`src/rtl/mont_modexp_ctrl.sv`:
```
// mont_modexp_ctrl: MSB-first square-and-multiply sequencer driving a Montgomery multiplier
module mont_modexp_ctrl #(
   parameter int EXP_W = 192
) (
   input  logic             clk,
   input  logic             reset,
   input  logic             start,
   input  logic [191:0]     base_m,
   input  logic [191:0]     one_m,
   input  logic [EXP_W-1:0] exp,
   output logic [191:0]     result,
   output logic             done,
   output logic             busy,
   output logic [191:0]     mm_x,
   output logic [191:0]     mm_y,
   output logic             mm_start,
   input  logic [191:0]     mm_z,
   input  logic             mm_done
);
   localparam int IW = EXP_W > 1 ? $clog2(EXP_W) : 1;
   typedef enum logic [2:0] {IDLE, SQ, MUL, WAIT, NEXT, FIN} state_t;
   state_t state_q, state_d;
   logic [191:0] acc_q, acc_d, base_q, base_d, result_q, result_d;
   logic [191:0] mm_x_q, mm_x_d, mm_y_q, mm_y_d;
   logic [EXP_W-1:0] exp_q, exp_d;
   logic [IW-1:0] idx_q, idx_d;
   logic op_q, op_d, seen_lo_q, seen_lo_d, done_q, done_d, busy_q, busy_d, mm_start_q, mm_start_d;
   always_comb begin
      state_d = state_q;
      acc_d = acc_q;
      base_d = base_q;
      exp_d = exp_q;
      idx_d = idx_q;
      op_d = op_q;
      seen_lo_d = seen_lo_q;
      result_d = result_q;
      busy_d = busy_q;
      mm_x_d = mm_x_q;
      mm_y_d = mm_y_q;
      done_d = 1'b0;
      mm_start_d = 1'b0;
      case (state_q)
         IDLE: begin
            busy_d = start;
            if (start) begin
               acc_d = one_m;
               base_d = base_m;
               exp_d = exp;
               idx_d = IW'(EXP_W - 1);
               state_d = SQ;
            end
         end
         SQ, MUL: begin
            mm_x_d = acc_q;
            mm_y_d = state_q == MUL ? base_q : acc_q;
            mm_start_d = 1'b1;
            op_d = state_q == MUL;
            seen_lo_d = 1'b0;
            state_d = WAIT;
         end
         WAIT: begin
            // a done level still high from the previous op is ignored until it has dropped once
            if (!mm_done) seen_lo_d = 1'b1;
            if (seen_lo_q && mm_done) begin
               acc_d = mm_z;
               state_d = (!op_q && exp_q[idx_q]) ? MUL : NEXT;
            end
         end
         NEXT: begin
            state_d = idx_q == '0 ? FIN : SQ;
            if (idx_q != '0) idx_d = idx_q - 1'b1;
         end
         FIN: begin
            result_d = acc_q;
            done_d = 1'b1;
            state_d = IDLE;
         end
         default: state_d = IDLE;
      endcase
   end
   always_ff @(posedge clk or posedge reset) begin
      if (reset) begin
         state_q <= IDLE;
         acc_q <= '0;
         base_q <= '0;
         exp_q <= '0;
         idx_q <= '0;
         op_q <= 1'b0;
         seen_lo_q <= 1'b0;
         result_q <= '0;
         done_q <= 1'b0;
         busy_q <= 1'b0;
         mm_x_q <= '0;
         mm_y_q <= '0;
         mm_start_q <= 1'b0;
      end else begin
         state_q <= state_d;
         acc_q <= acc_d;
         base_q <= base_d;
         exp_q <= exp_d;
         idx_q <= idx_d;
         op_q <= op_d;
         seen_lo_q <= seen_lo_d;
         result_q <= result_d;
         done_q <= done_d;
         busy_q <= busy_d;
         mm_x_q <= mm_x_d;
         mm_y_q <= mm_y_d;
         mm_start_q <= mm_start_d;
      end
   end
   assign result = result_q;
   assign done = done_q;
   assign busy = busy_q;
   assign mm_x = mm_x_q;
   assign mm_y = mm_y_q;
   assign mm_start = mm_start_q;
endmodule

```
`config.mk`:
```
export PLATFORM = sky130hd
export DESIGN_NAME = mont_modexp_ctrl
export DESIGN_NICKNAME = d
export VERILOG_FILES = /design/src/rtl/mont_modexp_ctrl.sv
export SDC_FILE = /design/constraint.sdc
export NUM_CORES = 2
export LEC_CHECK = 0
export ABC_AREA = 1
export CAP_MARGIN = 25
export CELL_PAD_IN_SITES_DETAIL_PLACEMENT = 0
export CELL_PAD_IN_SITES_GLOBAL_PLACEMENT = 1
export CORE_AREA = 5 5 523 525
export CTS_BUF_LIST = sky130_fd_sc_hd__clkbuf_4
export DETAILED_ROUTE_END_ITERATION = 12
export DIE_AREA = 0 0 528 530
export GPL_TIMING_DRIVEN = 0
export PLACE_DENSITY_LB_ADDON = 0.08
export SKIP_CTS_REPAIR_TIMING = 1
export SYNTH_ARGS = -nofsm -noshare
export SYNTH_HDL_FRONTEND = slang
export SYNTH_SLANG_ARGS = --single-unit
```
`constraint.sdc`:
```
create_clock -name clk -period 40.6 [get_ports clk]
set_input_delay 10.15 -clock clk [delete_from_list [all_inputs] [get_ports clk]]
set_output_delay 10.15 -clock clk [all_outputs]
set_load 0.05 [all_outputs]
```
* Word-level counts from Yosys, hierarchy flattened
Index checks and enable logic that the tools add are counted.
** Cells by class
- Add/sub/neg operators :: 1
- $lt $le $gt $ge :: 1
- Eq/ne operators :: 9
- Mux-type cells :: 18
- Reductions and logical operators :: 15
** Operators by type and width (count)
- 192-bit 2-to-1 mux :: 3
- 192-bit case mux with 2 select lines :: 1
- 8-bit 2-to-1 mux :: 2
- 8-bit case mux with 2 select lines :: 1
- 3-bit 2-to-1 mux :: 4
- 3-bit case mux with 4 select lines :: 1
- 8-bit by 9-bit less-than comparator with 1-bit output, second input constant :: 1
- 1-bit binary-select mux with 8-bit select :: 1
- 8-bit zero test :: 1
- 2-bit inequality test, second input constant :: 4
- 8-bit nonzero test :: 1
- 8-bit by 1-bit subtractor with 8-bit output, second input constant :: 1
- 3-bit by 2-bit equality test with 1-bit output, second input constant :: 2
- 3-bit equality test, second input constant :: 2
- 2-bit AND reduction :: 3
- 3-bit AND reduction :: 2
- 2-bit nonzero test :: 3
- 1-bit 2-to-1 mux :: 4
- 3-bit by 1-bit equality test with 1-bit output, second input constant :: 1
- 3-bit zero test :: 1
- 1-bit logical AND :: 2
- 1-bit case mux with 2 select lines :: 1
- 2-bit OR reduction :: 1
- 1-bit zero test :: 1
** Word-level totals
- Register bits :: 1168
- Input port bits :: 772
- Output and inout bits :: 579
- Word-level logic and storage cells :: 57

* Logic depth before layout (Yosys ltp)
- Depth in word-level cells :: 6
- Depth in mapped cells :: 20
- Mapped depth without buffers :: 18

* Worst setup path after synthesis
No wires, ideal clock.
- Kind :: input-to-reg
- Start point :: input mm_done
- End point :: register acc_q[100]
- Library setup time :: 0.131 ns
- Arrival :: 11.131 ns
- Data required time :: 40.469 ns
- Path slack :: 29.338 ns
- Cell stages on the path :: 7
- Buffers on the path :: 2
- Path through :: nand2_1 -> nand2_1 -> nand2_1 -> a211oi_4 -> buf_2 -> clkbuf_1 -> o21ai_0
** Between the ends
- Longest elaborated chain between the ends :: 3
** Ends and longest elaborated chain
- start: declaration :: line 18 : input logic mm_done
- 1-bit logical AND :: line 64 : if (seen_lo_q && mm_done) begin
- 2-bit inequality test (no line)
- 3-bit AND reduction (no line)
- end signal: assignment :: line 84 : acc_q <= '0;
- end signal: assignment :: line 98 : acc_q <= acc_d;
- end: declaration :: line 23 : logic [191:0] acc_q, acc_d, base_q, base_d, result_q, result_d;
Every way passes these cells.
A chain may end at the register's enable or synchronous reset.

* Worst setup path in the final report
- Start point :: register result_q[180] (netlist: result[180])
- End point :: output result[180]
** RTL lines
- start: declaration :: line 23
- start signal: assignment :: line 104 : result_q <= result_d;
- end: declaration :: line 11 : output logic [191:0] result,
No word-level cell between the ends.

==> flow_summary.yaml <==
global_routing:
  grt_max_degree: 39
  antenna_found_initial: 153
  grt_pass1_vias: 49227
  grt_pass1_wl_mm: 407
  overflow: 0
  grt_usage_pct: 20.8
finish:
  area_growth_pct: 48.4
  fin_area_um2: 72300
  drive_above_1_share_pct: 9.63
  n_fill_cell: 29445
  seqCellArea_um2: 29200
  num-nets-final: 8225
  multi_input_area_um2: 15900
sta:
  fmax_ghz: 0.0765
  period_needed_ps: 13070
  tns_ps: 0
  finClkSkew_ps: 189
  post-route-period-util_pct: 32.2
  setup_violations: 0
  report.final.hold_viol_count: 0
  rsz0062_at_grt: "no"
  slew_viol_final: 0
  relSlewSlack_pct: 29.1
  tightest_slew_ps: 1060
routing:
  num_vias: 47110
  drtAntennaViolNets: 0
  drt_iter0_drc: 2752
  dr.pass1.iters: 6
  wl_mm: 300
  wl_per_cell_um: 26.6
  drc_errors: 0
  vias_per_cell: 4.17
placement:
  placed_area_um2: 67700
  post-dp-hpwl_mm: 240
  finalWeightedCongestion: 0.897
  port_buffers: 1350
outcome:
  outcome: "finished clean"
die:
  row_count: 191
  initial_core_util_pct: 18.1
  fp.dieH_um: 530
  core_area_um2: 269000
  num_io_pins: 1351
  die_x_um: 528
  dieArea_um2: 280000
clocking:
  cts-root-buf: "clkbuf_4"
  cts_made_buffers: 384
  clock_sinks: 1168
  clockBufferDepth: 4
  clkSlewWorstSetupHoldPaths_ps: 60
  htree_levels: 5
  clock_latency_ps: 1420
  cts_tree: "yes"
yosys:
  synth-seq-area-share_pct: 60.0
  yosysTopAreaCell: "dfrtp_1"
  synth_seq_cells: 1168
  yosys.area.top_type_share_pct: 60.0
  yosys_warnings: 0
  syn-cell-area_um2: 48700
  yosys-top-cells-area: "dfrtp_1 (60%), nand2_1 (14%), o21ai_0 (11%)"
  syn_avg_cell_area_um2: 8.60
  syn_inst: 5666
  synth_nets: 6440
  synth_cell_types: 24
setup_path:
  cp_slowest_cell: "clkdlybuf4s50_1"
  path_delay_family: "buffers and inverters"
  critical_path.endpoint_type: "output port"
  startpoint_type: "register"
  path_max_fanout: 2
  arrival_ps: 2920
  cpPeakStageDelay_ps: 1010
  path_cells: "clkdlybuf4s50_1"
  worstSetupPathType: "reg -> out"
  crit_required_ps: 30450
  worstPathBufferInverterCount: 1
flow_run:
  drv_cap: 0
power:
  ir_drop_uv: 40.7
  powerDensity_nw_per_um2: 99.9
  p_leak_nw: 32.9
worst_hold_path:
  min-delay-path-class: "reg -> reg"
## cell type report
type                       instances  share of cell area [%]
timing repair buffer            1399                    20.0
sequential                      1168                    40.4
clock inverter                    96                   0.720
clock buffer                     534                    5.54
multi-input combinational       3569                    21.9
buffer                           375                    2.18
inverter                         554                    2.88
antenna                           38                   0.132
tap                             3570                    6.18
## per-layer routing
layer | vias up | track usage [%] | wire, um
met5 | - | 0 | 430
li1 | 21894 | - | -
met1 | 22871 | 24.8 | 121000
met3 | 540 | 7.62 | 25600
met2 | 1733 | 35.1 | 145000
met4 | 72 | 5.77 | 8370
## report_power, final
| group | total (mW) | switching (mW) | internal [mW] | leakage, nW |
|---|---|---|---|---|
| Sequential | 2.09 | 0.336 | 1.75 | 14.4 |
| Clock | 1.21 | 0.582 | 0.630 | 2.70 |
| Combinational | 3.92 | 2.86 | 1.06 | 15.8 |
## placed cells by master, fill, tap and decap left out
cell,n
o21ai_0,1035
a211oi_4,1
buf_12,40
bufinv_16,5
dfrtp_1,1168
clkinv_4,2
buf_8,4
buf_1,11
o21ai_1,85
nand2_1,1875
diode_2,38
nor2_1,208
buf_16,3
a21oi_1,22
o211ai_1,212
nor4_1,2
clkinv_1,76
nor3_2,2
ha_1,2
nor2_2,2
nor2_4,2
nand3_1,115
clkinvlp_4,4
buf_2,108
a41oi_1,1
inv_1,549
clkdlybuf4s50_1,1350
inv_2,8
clkbuf_4,534
a21boi_0,1
nor3_1,3
clkinv_2,6
clkbuf_2,12
buf_4,7
nand2_2,1
clkbuf_1,239
## synth_stat cells (all sizes together)
cell / n
inv: 554
dfrtp: 1168
o21ai: 1120
nor4: 2
ha: 2
nor2: 212
buf: 124
nand2: 1876
o211ai: 212
clkbuf: 251
a21oi: 22
nor3: 5
a21boi: 1
nand3: 115
a41oi: 1
a211oi: 1
## flip-flops by register name (all words and copies together) (netlist names)
signal,count
state_q,3
busy,1
mm_start,1
done,1
op_q,1
result,192
exp_q,192
mm_x,192
idx_q,8
mm_y,192
acc_q,192
base_q,192
seen_lo_q,1
## logic make-up after synthesis
logic type      share of synthesized area, %
simple gates                            17.4
compound gates                          15.1
flops                                   60.0
buf+inv                                 7.47
fa+ha+maj                             0.0514
## path summary, 6_finish.rpt
kind / from / slack [ps] / to / depth (start not counted)
worst min-delay path: base_q[149] / 470 / base_q[149] / 2
worst max-delay path: result[180] / 27530 / result[180] / 1
worst max register to register: state_q[2] / 36830 / acc_q[149] / 9
min in group asynchronous: reset / 9270 / result[120] / 2
worst min register to register: base_q[149] / 470 / base_q[149] / 2
max in group asynchronous: reset / 28490 / result[189] / 11
## stage by stage
stage	worst slack, ps	hold WS (ps)	utilization, %	power (mW)	instances
floorplan	14320	437	-	4.21	5666
global placement	3820	454	24.8	6.11	10586
detailed placement	26740	459	25.2	6.12	10635
CTS	27190	450	26.9	7.40	11265
global route	27240	488	26.9	7.74	11289
finish	27530	469	26.9	7.23	11303
(Power assumes the default switching activity.)
